===== src/rtl/ula_pkg.sv =====
// Shared encodings for the sequential ULA: op codes, FSM states, flag positions.
package ula_pkg;

  localparam logic [2:0] OP_ADD = 3'd0;
  localparam logic [2:0] OP_SUB = 3'd1;
  localparam logic [2:0] OP_AND = 3'd2;
  localparam logic [2:0] OP_OR  = 3'd3;
  localparam logic [2:0] OP_XOR = 3'd4;
  localparam logic [2:0] OP_NOT = 3'd5;
  localparam logic [2:0] OP_SHL = 3'd6;
  localparam logic [2:0] OP_MUL = 3'd7;

  typedef enum logic [1:0] {
    IDLE = 2'd0,
    BUSY = 2'd1,
    DONE = 2'd2
  } state_e;

  localparam int F_Z = 0;
  localparam int F_C = 1;
  localparam int F_N = 2;
  localparam int F_V = 3;

  // Place the four status bits at their fixed positions.
  function automatic logic [3:0] pack_flags(input logic v, input logic n,
                                            input logic c, input logic z);
    logic [3:0] f;
    f      = '0;
    f[F_V] = v;
    f[F_N] = n;
    f[F_C] = c;
    f[F_Z] = z;
    return f;
  endfunction

endpackage


===== src/rtl/ula_core.sv =====
// Combinational single-step ALU: ADD, SUB, AND, OR, XOR, NOT A with flags.
// SHL/MUL codes produce zero here; the sequencer handles them itself.
module ula_core
  import ula_pkg::*;
#(
  parameter int WIDTH = 8
) (
  input  logic [WIDTH-1:0] a,
  input  logic [WIDTH-1:0] b,
  input  logic [2:0]       op,
  output logic [WIDTH-1:0] y,
  output logic [3:0]       flags
);

  logic             c;
  logic             v;
  logic [WIDTH:0]   sum;

  // Result, carry/borrow and signed overflow for the selected op.
  always_comb begin
    y   = '0;
    c   = 1'b0;
    v   = 1'b0;
    sum = '0;
    case (op)
      OP_ADD: begin
        sum = {1'b0, a} + {1'b0, b};
        y   = sum[WIDTH-1:0];
        c   = sum[WIDTH];
        v   = (a[WIDTH-1] == b[WIDTH-1]) && (y[WIDTH-1] != a[WIDTH-1]);
      end
      OP_SUB: begin
        // The extended top bit of the difference is the unsigned borrow.
        sum = {1'b0, a} - {1'b0, b};
        y   = sum[WIDTH-1:0];
        c   = sum[WIDTH];
        v   = (a[WIDTH-1] != b[WIDTH-1]) && (y[WIDTH-1] != a[WIDTH-1]);
      end
      OP_AND:  y = a & b;
      OP_OR:   y = a | b;
      OP_XOR:  y = a ^ b;
      OP_NOT:  y = ~a;
      default: y = '0;
    endcase
    flags = pack_flags(v, y[WIDTH-1], c, (y == '0));
  end

endmodule


===== src/rtl/ula_seq.sv =====
// Handshaked sequential ULA: one op in flight, registered result and flags,
// accumulator operand mode, bit-serial SHL and shift-add MUL.
module ula_seq
  import ula_pkg::*;
#(
  parameter int WIDTH = 8,
  parameter int SHW   = $clog2(WIDTH)
) (
  input  logic             clk,
  input  logic             rst_n,
  input  logic             in_valid,
  output logic             in_ready,
  input  logic [WIDTH-1:0] a,
  input  logic [WIDTH-1:0] b,
  input  logic [2:0]       op,
  input  logic             use_acc,
  output logic             out_valid,
  input  logic             out_ready,
  output logic [WIDTH-1:0] s,
  output logic [3:0]       flags
);

  localparam int CW = $clog2(WIDTH + 1);

  state_e             state_q, state_d;
  logic [CW-1:0]      cnt_q, cnt_d;
  logic [2:0]         op_q, op_d;
  logic [WIDTH-1:0]   a_q, a_d;       // operand A; also the SHL shift register
  logic [WIDTH-1:0]   b_q, b_d;
  logic               sh_none_q, sh_none_d;
  logic [2*WIDTH-1:0] mcand_q, mcand_d;
  logic [2*WIDTH-1:0] prod_q, prod_d;
  logic [WIDTH-1:0]   mpl_q, mpl_d;
  logic [WIDTH-1:0]   acc_q, acc_d;
  logic [WIDTH-1:0]   s_q, s_d;
  logic [3:0]         flags_q, flags_d;
  logic               in_ready_q, in_ready_d;
  logic               out_valid_q, out_valid_d;

  logic [WIDTH-1:0]   core_y;
  logic [3:0]         core_flags;
  logic [2*WIDTH-1:0] prod_nxt;
  logic [WIDTH-1:0]   res_y;
  logic [3:0]         res_flags;
  logic [WIDTH-1:0]   opa;
  logic [SHW-1:0]     shamt;

  ula_core #(.WIDTH(WIDTH)) u_core (
    .a     (a_q),
    .b     (b_q),
    .op    (op_q),
    .y     (core_y),
    .flags (core_flags)
  );

  assign opa   = use_acc ? acc_q : a;
  assign shamt = b[SHW-1:0];

  // Value the result registers take on the final BUSY cycle.
  always_comb begin
    prod_nxt  = prod_q + (mpl_q[0] ? mcand_q : '0);
    res_y     = core_y;
    res_flags = core_flags;
    case (op_q)
      OP_SHL: begin
        // A zero shift amount still spends one cycle but shifts nothing.
        res_y     = sh_none_q ? a_q : {a_q[WIDTH-2:0], 1'b0};
        res_flags = pack_flags(1'b0, res_y[WIDTH-1],
                               sh_none_q ? 1'b0 : a_q[WIDTH-1], (res_y == '0));
      end
      OP_MUL: begin
        res_y     = prod_nxt[WIDTH-1:0];
        res_flags = pack_flags(1'b0, res_y[WIDTH-1],
                               |prod_nxt[2*WIDTH-1:WIDTH], (res_y == '0));
      end
      default: ;
    endcase
  end

  // FSM next state, step counter and datapath updates.
  always_comb begin
    state_d     = state_q;
    cnt_d       = cnt_q;
    op_d        = op_q;
    a_d         = a_q;
    b_d         = b_q;
    sh_none_d   = sh_none_q;
    mcand_d     = mcand_q;
    prod_d      = prod_q;
    mpl_d       = mpl_q;
    acc_d       = acc_q;
    s_d         = s_q;
    flags_d     = flags_q;
    in_ready_d  = in_ready_q;
    out_valid_d = out_valid_q;
    case (state_q)
      IDLE: begin
        if (in_valid) begin
          state_d    = BUSY;
          in_ready_d = 1'b0;
          op_d       = op;
          a_d        = opa;
          b_d        = b;
          sh_none_d  = (shamt == '0);
          mcand_d    = {{WIDTH{1'b0}}, opa};
          mpl_d      = b;
          prod_d     = '0;
          case (op)
            OP_SHL:  cnt_d = (shamt == '0) ? CW'(1) : CW'(shamt);
            OP_MUL:  cnt_d = CW'(WIDTH);
            default: cnt_d = CW'(1);
          endcase
        end
      end
      BUSY: begin
        cnt_d = cnt_q - CW'(1);
        if (op_q == OP_SHL && !sh_none_q) a_d = {a_q[WIDTH-2:0], 1'b0};
        if (op_q == OP_MUL) begin
          prod_d  = prod_nxt;
          mcand_d = {mcand_q[2*WIDTH-2:0], 1'b0};
          mpl_d   = {1'b0, mpl_q[WIDTH-1:1]};
        end
        if (cnt_q == CW'(1)) begin
          state_d     = DONE;
          s_d         = res_y;
          flags_d     = res_flags;
          acc_d       = res_y;
          out_valid_d = 1'b1;
        end
      end
      DONE: begin
        if (out_ready) begin
          state_d     = IDLE;
          out_valid_d = 1'b0;
          in_ready_d  = 1'b1;
        end
      end
      default: state_d = IDLE;
    endcase
  end

  // State registers with synchronous active-low reset.
  always_ff @(posedge clk) begin
    if (!rst_n) begin
      state_q     <= IDLE;
      cnt_q       <= '0;
      op_q        <= OP_ADD;
      a_q         <= '0;
      b_q         <= '0;
      sh_none_q   <= 1'b0;
      mcand_q     <= '0;
      prod_q      <= '0;
      mpl_q       <= '0;
      acc_q       <= '0;
      s_q         <= '0;
      flags_q     <= '0;
      in_ready_q  <= 1'b1;
      out_valid_q <= 1'b0;
    end else begin
      state_q     <= state_d;
      cnt_q       <= cnt_d;
      op_q        <= op_d;
      a_q         <= a_d;
      b_q         <= b_d;
      sh_none_q   <= sh_none_d;
      mcand_q     <= mcand_d;
      prod_q      <= prod_d;
      mpl_q       <= mpl_d;
      acc_q       <= acc_d;
      s_q         <= s_d;
      flags_q     <= flags_d;
      in_ready_q  <= in_ready_d;
      out_valid_q <= out_valid_d;
    end
  end

  assign in_ready  = in_ready_q;
  assign out_valid = out_valid_q;
  assign s         = s_q;
  assign flags     = flags_q;

endmodule


===== config.mk =====
export PLATFORM = sky130hd
export DESIGN_NAME = ula_seq
export DESIGN_NICKNAME = d
export VERILOG_FILES = /design/src/rtl/ula_pkg.sv /design/src/rtl/ula_core.sv /design/src/rtl/ula_seq.sv
export SDC_FILE = /design/constraint.sdc
export NUM_CORES = 1
export LEC_CHECK = 0
export ABC_AREA = 1
export CORE_MARGIN = 2
export CORE_UTILIZATION = 40
export DETAILED_ROUTE_END_ITERATION = 12
export SETUP_SLACK_MARGIN = 0.02
export SYNTH_ARGS = -nofsm -noshare
export SYNTH_HDL_FRONTEND = slang
export SYNTH_HIERARCHICAL = 1
export SYNTH_SLANG_ARGS = --single-unit

===== constraint.sdc =====
create_clock -name clk -period 2.07 [get_ports clk]
set_clock_uncertainty 0.05 [all_clocks]
set_input_delay 0.621 -clock clk [delete_from_list [all_inputs] [get_ports clk]]
set_output_delay 0.621 -clock clk [all_outputs]
set_load 0.03 [all_outputs]

==> results of run 1 <==
-- layer usage --
layer,vias to the layer above,part of all wire
li1,3324,-
met3,15,0.072
met1,2902,0.49
met4,0,0.011
met5,-,0
met2,219,0.42
-- sequential cells by signal (all words and copies together) (netlist names) --
signal,flops
out_valid,1
mpl_q,8
prod_q,16
flags,4
b_q,8
a_q,8
state_q,2
sh_none_q,1
cnt_q,4
op_q,3
s,8
in_ready,1
mcand_q,16
-- synthesized netlist by cell type --
cell	number	area share
sky130_fd_sc_hd__nand3b_1	4	0.0051
sky130_fd_sc_hd__clkbuf_1	15	0.0095
sky130_fd_sc_hd__a22oi_1	1	0.0013
sky130_fd_sc_hd__a21oi_2	2	0.0029
sky130_fd_sc_hd__nor2_2	4	0.0042
sky130_fd_sc_hd__dfxtp_1	80	0.27
sky130_fd_sc_hd__and2_1	1	0.0011
sky130_fd_sc_hd__fa_1	3	0.010
sky130_fd_sc_hd__buf_2	11	0.0093
sky130_fd_sc_hd__o21ai_0	48	0.040
sky130_fd_sc_hd__o31ai_1	2	0.0025
sky130_fd_sc_hd__nor3_2	1	0.0017
sky130_fd_sc_hd__or2_1	1	0.0011
sky130_fd_sc_hd__nand2_2	5	0.0053
sky130_fd_sc_hd__o22ai_1	4	0.0042
sky130_fd_sc_hd__o21ai_1	21	0.018
sky130_fd_sc_hd__xnor2_1	2	0.0029
sky130_fd_sc_hd__a31oi_1	22	0.023
sky130_fd_sc_hd__nand2_1	274	0.17
sky130_fd_sc_hd__nor2_4	4	0.0076
sky130_fd_sc_hd__xor2_1	7	0.010
sky130_fd_sc_hd__nand3_1	57	0.048
sky130_fd_sc_hd__o21ai_2	1	0.0015
sky130_fd_sc_hd__nand3_2	2	0.0034
sky130_fd_sc_hd__a21oi_1	70	0.059
sky130_fd_sc_hd__nor2_8	1	0.0034
sky130_fd_sc_hd__nand4_1	7	0.0074
sky130_fd_sc_hd__xor2_2	1	0.0027
sky130_fd_sc_hd__inv_2	13	0.0082
sky130_fd_sc_hd__inv_1	141	0.089
sky130_fd_sc_hd__o211ai_1	6	0.0076
sky130_fd_sc_hd__buf_4	6	0.0076
sky130_fd_sc_hd__a221oi_1	1	0.0015
sky130_fd_sc_hd__o311ai_0	1	0.0015
sky130_fd_sc_hd__a211oi_1	2	0.0025
sky130_fd_sc_hd__o32ai_1	2	0.0029
sky130_fd_sc_hd__nor2_1	78	0.049
sky130_fd_sc_hd__or2_2	1	0.0011
sky130_fd_sc_hd__buf_6	3	0.0057
sky130_fd_sc_hd__nor3_1	8	0.0067
sky130_fd_sc_hd__ha_1	42	0.088
-- where the power goes --
part           switching [mW]  internal (mW)  total, mW
clock                   0.681           1.06       1.74
sequential             0.0831           1.65       1.73
combinational           0.982          0.763       1.74
-- worst reg2reg max path, stage by stage, from the launching register on --
cell                       delay, ps
sky130_fd_sc_hd__dfxtp_4         360
sky130_fd_sc_hd__buf_6           140
sky130_fd_sc_hd__nand2_2          60
sky130_fd_sc_hd__inv_2            40
sky130_fd_sc_hd__ha_4            250
sky130_fd_sc_hd__nand2_1         110
sky130_fd_sc_hd__nand2_2          80
sky130_fd_sc_hd__nand2_1          80
sky130_fd_sc_hd__nand2_2          70
sky130_fd_sc_hd__a21oi_2         190
sky130_fd_sc_hd__nand3b_1        140
sky130_fd_sc_hd__nand2_2          90
sky130_fd_sc_hd__nand2_2          70
sky130_fd_sc_hd__nor2_2          120
sky130_fd_sc_hd__nand2_2          80
sky130_fd_sc_hd__nand2_2          70
sky130_fd_sc_hd__a21oi_2          50
-- logic make-up after synthesis --
group / synth area share
and+or+nand+nor: 0.318
AOI/OAI and AO/OA: 0.169
buffers and inverters: 0.129
DFF: 0.269
adders and majority gates: 0.0985
xor gates and xnor gates: 0.0160
-- through the flow --
step	total power [mW]	utilization	hold slack, ps	setup TNS (ps)
6_report	5.22	0.580	416	-190
5_1_grt	5.52	0.580	430	-936
4_1_cts	5.09	0.539	419	-191
3_5_place_dp	3.28	0.503	411	-905
3_3_place_gp	3.27	0.503	400	-582
2_1_floorplan	2.68	-	390	0
-- what timing repair did --
action,4_1_cts,5_1_grt
buffers inserted,2,13
gates resized for setup,49,164
pin swaps,12,60
endpoints found under the setup margin,23,25
-- worst paths after layout --
kind                   from        end  slack [ps]
hold reg to reg   out_valid  out_valid         420
hold / removal    out_valid  out_valid         420
setup / recovery   mpl_q[0]   flags[1]         -90
setup reg to reg   mpl_q[0]   flags[1]         -90
-- final cells by class --
class,count,area share
clock buffers,10,0.0272
clock inverters,6,0.0108
inverters,154,0.0689
multi-input cells,686,0.507
flip-flops and latches,80,0.193
well taps,184,0.0273
repair buffers,166,0.166
==> results, run 1 <==
- The largest fanout on the critical path is 6.
- Setup slack on the critical path of the routed design comes to -86.8 ps.
- The weighted congestion at the end of routability-driven global placement is just over 0.9.
- The commonest non-fill, non-tap cell in the layout is sky130_fd_sc_hd__nand2_1.
- The number of distinct library cells after synthesis is 41.
- The combined global-route utilization of all metal layers is 0.227.
- The total of warnings raised by yosys is 6.
- The delay of the slowest cell on the worst path is between 300 and 400 ps.
- In this design, the critical path's most frequently occurring cell is sky130_fd_sc_hd__nand2_2.
- The TritonCTS sink count is 80.
- The area inside the core boundary is between 10000 and 15000 um2.
- The via count of the first global-routing pass came to 5945.
- The share of layout cells above drive strength 1 is 0.326.
- The cell sitting at the root of the clock tree is a sky130_fd_sc_hd__clkbuf_16.
- The overall die area is between 15000 and 20000 um2.
- In this run the most used layer during global routing was met1.
- Synthesis inferred 80 register bits.
- The number of antenna diodes is 0.
- The number of clock buffers added by TritonCTS is 9.
- For met3 alone, demand over resource in global routing was 0.0327.
- In this run, post-CTS hold repair placed 0 buffers.
- The kind of cell adding the most delay to the critical path is simple AND/OR/NAND/NOR gates.
- The DRC marker count from the first detailed-route iteration is 452.
- Counting the fill cells in the layout gives about 1400.
- The total overflow left after global routing is 0.
- The placed cell area is 7310 um2.
- Summing all multi-input logic gate instances after layout gives ~4300 um2.
- The die outline height is between 100 and 150 um.
- In the final routed layout, each cell accounts on average for between 10 and 15 um.
- The number of placement rows is 44.
- Across the run, the number of max-cap violations was 0.
- The worst slew margin relative to its limit is 0.752.
- The first-pass GRT wire length is approximately 30 mm.
- Timing would allow up to about 460 MHz.
- The tightest min-delay check is of the reg2reg type.
- For this run, global-route usage on met1 was measured as 0.349.
- STA classifies the critical path startpoint as a register.
- The worst setup path category is reg2reg.
- For this design the ratio of total power to cell area is approximately 620 nW/um2.
- The top cell types in the final layout, fill and taps aside, are sky130_fd_sc_hd__nand2_1, sky130_fd_sc_hd__buf_4, sky130_fd_sc_hd__inv_1.
- The clock insertion delay at the later pin of the skew report is around 350 ps.
- The clock tree synthesis step divided the H-tree into 3 levels.
- Excluding fillers, the count of instances in the completed layout stands at approximately 1300.
- The largest individual stage delay along the critical path comes from the cell sky130_fd_sc_hd__dfxtp_4.
- The clock edge transition at the registers on the reported setup and hold paths is about 60 ps.
- The critical path arrival is between 2000 and 2500 ps.
- In the global route stage, met2 resource usage came out at 0.332.
- The final instance area is 8430 um2.
- The register area share after synthesis is 0.269.
- The count of final max-slew check failures is 0.
- The initial antenna violation count is 0.
- Setup repair after global routing could not meet its margin everywhere.
- The time the worst path needs with I/O delays and setup is roughly 2200 ps.
- The slew at the pin with the worst max-slew slack is roughly 370 ps.
- The register area is roughly 1600 um2.
- The signal on the critical path passes through buf_6, nand2_2, inv_2, ha_4, nand2_1, nand2_2, nand2_1, nand2_2, a21oi_2, nand3b_1, nand2_2, nand2_2, nor2_2, nand2_2, nand2_2, a21oi_2.
- The number of DRC violations after detailed routing is 0.
- The pre-antenna-repair detailed-routing pass consisted of 5 iterations.
- The checks that failed: negative setup slack.
- Setup violations remaining at the end of the flow were counted as 4.
- The final wirelength is 18.6 mm.
- Pin placement for this block handled 38 I/O pins.
- The worst hold path passes through 2 cells.
- The area of the mapped netlist is ~5900 um2.
- During placement, the flow inserted port buffers numbering 37.
- The number of nets in the synthesized netlist is just over 1000.
- The number of cells traversed by the worst register-to-register path is 16.
- The worst setup path is captured at a register.
- TritonCTS built the clock tree.
- The die span in x is approximately 130 um.
- In the finished design, the share of the clock period the worst path needs comes to 1.04.
- The number of instances in the synthesized netlist is 955.
- The post-layout net count is about 1200.
- The total stage count of the critical path is 16.
- The worst setup timing slack at the placement stage is -169 ps.
- The growth of design area from synthesis to finish is 41.8%.
- Across the VDD grid, the largest voltage drop is between 300 and 400 uV.
- Dividing the detail-routed via count by the number of cells gives 5.02.
- The total vias in the final route is 6460.
- Entering global routing, the biggest net connects 47 pins.
- Summed over all cells, the static leakage comes to about 4.1 nW.
- Counting both buffers and inverters, the worst setup path holds a total of 2.
- The largest buffer count on any clock path is 2.
- Once detail routing completed, the nets flagged for antenna violations numbered 0.
- The total half-perimeter wirelength after legalization and detailed placement is 13.9 mm.
- The initial cell density of the core is 0.409.
- The number of placed instances, taps included, is between 1000 and 1500.
- The run finished, with violations left.
- Averaged over all synthesized cells, the footprint is just over 6 um2.
- The number of hold violations in the final report is 0.
- For the worst setup path, the data required time is around 2300 ps.
No activity file was read; power rests on OpenSTA's default activity.
==> run 2: changes to the inputs <==
SYNTH_HIERARCHICAL = unset   (was 1)
==> run 2 against run 1 <==
The run still ends with negative setup slack left. First-iteration DRC count fell by 6.0%. Sequential share of layout area grew 1.2 points. Register-to-register slack worse by 80 ps. Synthesized area fell by 3.8%. Cell area decreased by 8.1%. Routed wire length is 4.7% lower. Die area down 3.7%. Global-route usage rose by 1.1 points. Worst hold slack better by 1.2 ps. Utilization down 2.4 points. Critical path type unchanged. Critical endpoint unchanged. Highest routed layer unchanged.
==> results, run 2 <==
- The min-delay analysis places its worst path in the category reg2reg.
- Yosys mapped a number of flops with a built-in enable equal to 0.
- The share of the clock period used by the worst path is 1.08.
- After detailed routing, the number of remaining DRC violations is 0.
- For this run, asynchronously set or reset flops after synthesis account for 0.
- After layout, the minimum clock period comes to between 2000 and 2500 ps.
- The initial cell density of the core is 0.410.
- The top cell types in the final layout, fill and taps aside, are sky130_fd_sc_hd__nand2_1, sky130_fd_sc_hd__inv_1, sky130_fd_sc_hd__buf_4.
- Across the run, the number of max-cap violations was 0.
- The worst setup timing slack at the placement stage is -238 ps.
- The leading cell type by number of instances after synthesis is sky130_fd_sc_hd__nand2_1.
- The number of hold violations in the final report is 0.
- Final hold analysis gives a worst-case slack of ~420 ps.
- In the final layout, the registers with the most flip-flops are mcand_q: 16 flops, prod_q: 16 flops.
- The total of warnings raised by yosys is 0.
- The maximum clock rate is between 400 and 500 MHz.
- The number of instances in the synthesized netlist is 906.
- In the final layout, the share of cells above drive strength 1 is 0.234.
- The growth of design area from synthesis to finish is 35.4%.
- The die outline height is 124 um.
- The total vias in the final route is around 6100.
- The total area inside the core boundary comes to between 10000 and 15000 um2.
- The run finished, with violations left.
- The post-layout net count is 1089.
- Setup repair after global routing could not meet its margin everywhere.
- In the post-synthesis netlist, the biggest area contributors are sky130_fd_sc_hd__dfxtp_1, sky130_fd_sc_hd__nand2_1, sky130_fd_sc_hd__ha_1, sky130_fd_sc_hd__inv_1, sky130_fd_sc_hd__a21oi_1.
- The synthesized design spends more area on one cell type than any other, namely sky130_fd_sc_hd__dfxtp_1.
- The routed via count divided by cell count is 5.10.
- Routability-driven placement finished with a final weighted congestion of between 0.8 and 0.9.
- Of the post-synthesis cell area, the dominant cell type holds 0.277.
- The clock net in this run drives a total of 79 sinks.
- The worst setup path category is reg2reg.
- For this block, the routed nets add up to roughly 18 mm of wire.
- The total half-perimeter wirelength after legalization and detailed placement is between 10 and 15 mm.
- For the pin with the worst max-slew slack, the measured transition is between 500 and 600 ps.
- The type of element launching the critical path is a register.
- The checks that failed: negative setup slack.
- The floorplan step defined a die boundary enclosing around 15000 um2.
- By count the netlist is led by sky130_fd_sc_hd__nand2_1, sky130_fd_sc_hd__inv_1, sky130_fd_sc_hd__dfxtp_1.
- The number of nets in the synthesized netlist is between 900 and 1000.
- For this run, the total global-route usage over all layers was measured as 0.239.
- The number of placement rows is between 40 and 50.
- The clock reaches the later pin of the worst-skew pair after about 360 ps.
- The final setup violation count is 3.
- The largest buffer count on any clock path is 2.
- Summed over all cells, the static leakage comes to approximately 3.6 nW.
- Leaving out fill and tap cells, the most frequent cell in the layout is sky130_fd_sc_hd__nand2_1.
- The first detailed-routing pass took 5 iterations.
- The critical path arrival is 2420 ps.
- Averaged over all synthesized cells, the footprint is about 6.3 um2.
- The largest fanout on the critical path is 13.
- The count of H-tree levels built during CTS is 3.
- The via count of the first global-routing pass is between 5000 and 6000.
- The total congestion overflow is 0.
- The first global-routing pass estimated between 20 and 30 mm of wire.
- The CTS tree is built.
- The initial antenna violation count is 0.
- The worst slew margin relative to its limit is 0.633.
- The count of nets left with antenna violations after detail routing is 0.
- For this design, the CTS-stage hold fixing added 0 buffers.
- Buffers placed on the I/O ports in this run total 37.
- The final instance area is ~7700 um2.
- Across all setup checks in the final design, the least slack found is -170 ps.
- The number of storage elements in the synthesis netlist is 79.
- The worst-case vdd ir drop is ~420 uV.
- Yosys mapped the design onto 41 distinct sky130hd cell types.
- 0 antenna diodes ended up in the layout.
- At the end of the flow the core is filled with cells to 0.556.
- The dominant synthesized flop cell is sky130_fd_sc_hd__dfxtp_1.
- The placed cell area is roughly 6900 um2.
- In this run the count of I/O pins placed on the die edge is 38.
- The average routed wire per standard cell is roughly 15 um.
- The share of the Yosys chip area taken by registers is 0.277.
- The total power per unit cell area is 644 nW/um2.
- The count of final max-slew check failures is 0.
- The area of the mapped netlist is around 5700 um2.
- The number of fill cells in the layout is 1369.
- The clock edge transition at the registers on the reported setup and hold paths is approximately 70 ps.
- Entering global routing, the biggest net connects 39 pins.
- The die span in x is about 120 um.
- The critical path capture point type is a register.
- TritonCTS created 9 clock buffers.
- STA puts the critical path data required time at approximately 2300 ps.
- The CTS root buffer is sky130_fd_sc_hd__clkbuf_16.
- After routing, the total negative slack on setup checks comes to -272 ps.
- The DRC marker count from the first detailed-route iteration is 425.
-- run 2: changes by cell type in the layout (fill, tap and decap cells not counted), moves of 15 or more --
cell	change
sky130_fd_sc_hd__buf_4	-29
sky130_fd_sc_hd__o21ai_0	+21
sky130_fd_sc_hd__o21ai_1	-15
sky130_fd_sc_hd__inv_2	-16
sky130_fd_sc_hd__nand2_2	-36
sky130_fd_sc_hd__inv_1	-15
-- run 2: what timing repair did --
item / CTS / global route
pin swaps: 4 / 24
gates resized for setup: 34 / 96
setup buffers: 0 / 5
endpoints found under the hold margin: 0 / 0
setup endpoints to repair: 25 / 27
-- run 2: layout make-up --
type                       instances  area (um2)  share of cell area
sequential                        79        1590               0.205
clock inverter                     6        75.1             0.00969
inverter                         123         462              0.0596
clock buffer                      10         239              0.0309
timing repair buffer             138        1190               0.154
tap                              180         225              0.0291
multi-input combinational        669        3970               0.512
-- run 2: per-stage QoR --
stage,total power [mW],instances
6_report,4.99,1205
5_1_grt,5.27,1205
2_1_floorplan,2.66,906
3_3_place_gp,3.23,1184
4_1_cts,4.94,1200
3_5_place_dp,3.23,1184
-- run 2: critical path: stages (launching register included) --
cell	delay, ps
sky130_fd_sc_hd__dfxtp_4	370
sky130_fd_sc_hd__buf_12	150
sky130_fd_sc_hd__nand2_1	80
sky130_fd_sc_hd__inv_2	60
sky130_fd_sc_hd__ha_4	280
sky130_fd_sc_hd__nand2_2	60
sky130_fd_sc_hd__buf_4	140
sky130_fd_sc_hd__nor2_2	170
sky130_fd_sc_hd__nand3_2	140
sky130_fd_sc_hd__nand3_2	100
sky130_fd_sc_hd__nand2_1	60
sky130_fd_sc_hd__nand2_1	60
sky130_fd_sc_hd__nand2_1	50
sky130_fd_sc_hd__nor2_1	100
sky130_fd_sc_hd__nand2_1	100
sky130_fd_sc_hd__nand2_1	100
sky130_fd_sc_hd__a21oi_2	50
-- run 2: kinds of logic after synthesis --
group / after synthesis / share of synthesized area
and+or+nand+nor: 423 / 0.315
adders and majority gates: 45 / 0.102
xor gates and xnor gates: 11 / 0.0168
DFF: 79 / 0.277
buffers and inverters: 158 / 0.110
AOI/OAI and AO/OA: 190 / 0.179
-- run 2: where the power goes --
group | total (mW) | switching, mW | leakage (nW) | internal [mW]
clock network | 1.70 | 0.713 | 0.151 | 0.984
logic | 1.57 | 0.936 | 2.83 | 0.637
registers | 1.72 | 0.0866 | 0.647 | 1.63
-- run 2: metal layers --
layer | routed length, um | up-vias | global-route usage | part of all wire
met5 | 0 | - | 0 | 0
li1 | - | 3186 | - | -
met2 | 7720 | 151 | 0.365 | 0.44
met3 | 916 | 20 | 0.0353 | 0.052
met1 | 8820 | 2787 | 0.351 | 0.50
met4 | 257 | 0 | 0.0604 | 0.015
-- run 2: worst paths after layout --
path,depth (start not counted),startpoint,slack [ps],to
worst min register to register,2,in_ready,420,in_ready
worst max-delay path,16,mpl_q[0],-170,flags[1]
worst max register to register,16,mpl_q[0],-170,flags[1]
worst min-delay path,2,in_ready,420,in_ready
==> run 3: changes to the inputs <==
SETUP_SLACK_MARGIN = 0.1   (was 0.02)
==> run 3 against run 2 <==
The flow still finishes with violations (negative setup slack). Worst hold slack lost 12 ps. Routed wire length is 1.3% higher. Maximum frequency up 2.6%. Cell area up 2.8%. Cell count rose by 0.25%. Critical path depth stayed put. Critical endpoint unchanged. Largest cell class unchanged.
==> results, run 3 (synthesis results as in run 2) <==
- After layout, the worst setup slack is -112 ps.
- For the pin with the worst max-slew slack, the measured transition is around 570 ps.
- Pin placement for this block handled 38 I/O pins.
- The total power per unit cell area is approximately 630 nW/um2.
- Of the available clock period, the critical path in the final layout requires 1.05.
- The proportion of total power due to net switching is 0.352.
- The total half-perimeter wirelength after legalization and detailed placement is between 10 and 15 mm.
- The average routed wire per standard cell is about 15 um.
- Using the TritonRoute via totals, the vias-per-cell ratio works out to a little over 5.
- Across the run, the number of max-cap violations was 0.
- The final setup violation count is 3.
- The worst-path cell with the longest stage delay is sky130_fd_sc_hd__dfxtp_4.
- Summing over every cut layer, the via total after detailed routing is between 6000 and 7000.
- The register share of total power is 0.345.
- The dominant cell type by count on the critical path is sky130_fd_sc_hd__nand2_1.
- The number of hold violations in the final report is 0.
- Counting both buffers and inverters, the worst setup path holds a total of 3.
- On the critical path the largest part of the delay comes from simple AND/OR/NAND/NOR gates.
- The TritonCTS sink count is 79.
- The CTS tree is built.
- Leaving out fill and tap cells, the most frequent cells in the layout are sky130_fd_sc_hd__nand2_1, sky130_fd_sc_hd__buf_4, sky130_fd_sc_hd__inv_1.
- The core region is about 14000 um2.
- In this run the critical register-to-register path is launched from mpl_q[0].
- The worst-case IR drop observed on VDD is about 350 uV.
- The weighted congestion at the end of routability-driven global placement is around 0.88.
- The clock edge transition at the registers on the reported setup and hold paths is 70 ps.
- The die covers ~15000 um2.
- The critical path is of the reg2reg type.
- The total congestion overflow is 0.
- The count of input and output buffers is 37.
- The largest fanout on the critical path is 7.
- The launch point of the worst hold path is in_ready.
- In the final layout, the registers with the most flip-flops are mcand_q: 16 flops, prod_q: 16 flops.
- The final layout contains routed wiring with a total length of around 18 mm.
- The clock power share is 0.331.
- The worst reg-to-reg setup slack is -110 ps.
- The critical path capture point type is a register.
- The worst hold-check path type is reg2reg.
- The data required time at the worst endpoint is 2260 ps.
- The placed cell area is 6940 um2.
- The signal on the critical path passes through buf_8, nand2_1, inv_2, ha_4, nand2_1, buf_4, nor2_2, nand3_1, nand3_1, nand2_1, nand2_1, nand2_1, nor2_1, nand2_1, nand2_1, a21oi_1.
- From left edge to right edge, the die measures roughly 120 um.
- The worst setup timing slack at the placement stage is -296 ps.
- The time the worst path needs with I/O delays and setup is about 2200 ps.
- The leakage component of the power is around 3.7 nW.
- For the worst flop-to-flop path, the logic depth is 16.
- The number of clock buffers added by TritonCTS is 9.
- The CTS root buffer is sky130_fd_sc_hd__clkbuf_16.
- Internal power comes to ~3.2 mW.
- The analysis attributes to net switching a power of between 1.5 and 2 mW.
- After the first detailed-routing iteration, the DRC count stood at around 430.
- The worst pin sits at a relative slew slack of 0.616.
- The maximum clock rate is between 400 and 500 MHz.
- The run finished, with violations left.
- The die outline height is 124 um.
- The initial utilization of the core area, before any placement, comes to 0.410.
- The count of nets left with antenna violations once routing finished came out at 0.
- Setup repair after global routing could not meet its margin everywhere.
- The checks that failed: negative setup slack.
- The library cell used most frequently in the layout, excluding fill and tap cells, is sky130_fd_sc_hd__nand2_1.
- The worst register-to-register path ends at flags[1].
- Along the worst hold path, the cell count comes to 2.
- In the routed design, unresolved DRC markers number 0.
- Of the cells placed in the final design, the portion with a size suffix greater than 1 is 0.270.
- The number of buffers added to fix hold violations after cts is 0.
- The first global-routing pass estimated 28.5 mm of wire.
- Adding up every negative setup slack in the final design gives -261 ps.
- The share of total power in combinational logic is 0.324.
- The count of final max-slew check failures is 0.
- The critical path arrival is between 2000 and 2500 ps.
- The largest buffer count on any clock path is 2.
- The first detailed-routing pass took 5 iterations.
- The type of element launching the critical path is a register.
- The post-layout net count is roughly 1100.
- After filler insertion, the fill cell instance count of the layout stands at around 1300.
- The pin count of the biggest net entering global routing is 26.
- The initial antenna violation count was 0.
- The worst hold path endpoint is in_ready.
- Once layout is done, the placed cells without fillers occupy around 8000 um2.
- Row generation in the floorplan step produced between 40 and 50 rows.
- For this run, the total global-route usage over all layers was measured as 0.240.
- The final total power is roughly 5.0 mW.
- The repair_antennas step left the layout with diodes totalling 0.
- The via count of the first global-routing pass is ~5800.
- CTS built an H-tree with a depth of 3.
- The growth of design area from synthesis to finish is 39.2%.
- The delay of the slowest cell on the worst path is ~390 ps.
- Clock latency on the worst-skew pair, taken at its later pin, is roughly 350 ps.
## run 3: changes by cell type in the layout (fill, tap and decap cells not counted), sizes merged
cell          change
clkinv            +1
dlymetal6s2s      -3
dlygate4sd2       +3
clkbuf            -1
buf               +3
## run 3: how the worst max path moves through the flow
stage / endpoint / start / depth (start not counted)
global route: flags[1] / mpl_q[0] / 16
CTS: flags[0] / mpl_q[0] / 15
finish: flags[1] / mpl_q[0] / 16
floorplan: flags[0] / mpl_q[0] / 17
global placement: flags[1] / mpl_q[0] / 16
detailed placement: flags[1] / mpl_q[0] / 16
## run 3: power by group through the flow
stage	registers, mW	logic [mW]	clock network [mW]
final	1.73	1.62	1.66
after CTS	1.72	1.54	1.68
after detailed placement	1.75	1.48	0
after global placement	1.75	1.48	0
after global routing	1.75	1.80	1.73
after floorplan	1.76	0.893	0
## run 3: area by class of cell
| type | count | area, um2 | share of cell area |
|---|---|---|---|
| multi-input combinational | 669 | 4150 | 0.522 |
| tap | 180 | 225 | 0.0283 |
| clock buffer | 9 | 225 | 0.0283 |
| inverter | 123 | 467 | 0.0586 |
| clock inverter | 7 | 81.3 | 0.0102 |
| sequential | 79 | 1590 | 0.200 |
| timing repair buffer | 141 | 1220 | 0.153 |
## run 3: tightest hold or removal path, stage by stage (launching register included)
cell	delay, ps
sky130_fd_sc_hd__dfxtp_1	320
sky130_fd_sc_hd__nand2_1	50
sky130_fd_sc_hd__nand3_1	50
## run 3: repair_timing
item	CTS	global route
cloned	1	0
gates resized for setup	88	89
setup endpoints to repair	32	30
pin swaps	21	40
setup buffers	5	2
## run 3: layer usage
metal / up-vias / part of all wire / global-route usage
met5: - / 0 / 0
met4: 0 / 0.022 / 0.0852
met3: 30 / 0.061 / 0.0316
met2: 158 / 0.44 / 0.366
met1: 2835 / 0.48 / 0.347
li1: 3188 / - / -
## run 3: stage by stage
stage | hold slack (ps) | instances | utilization
final | 405 | 1208 | 0.571
after global routing | 438 | 1208 | 0.571
after CTS | 413 | 1206 | 0.547
after floorplan | 390 | 906 | -
after detailed placement | 398 | 1184 | 0.498
after global placement | 405 | 1184 | 0.498
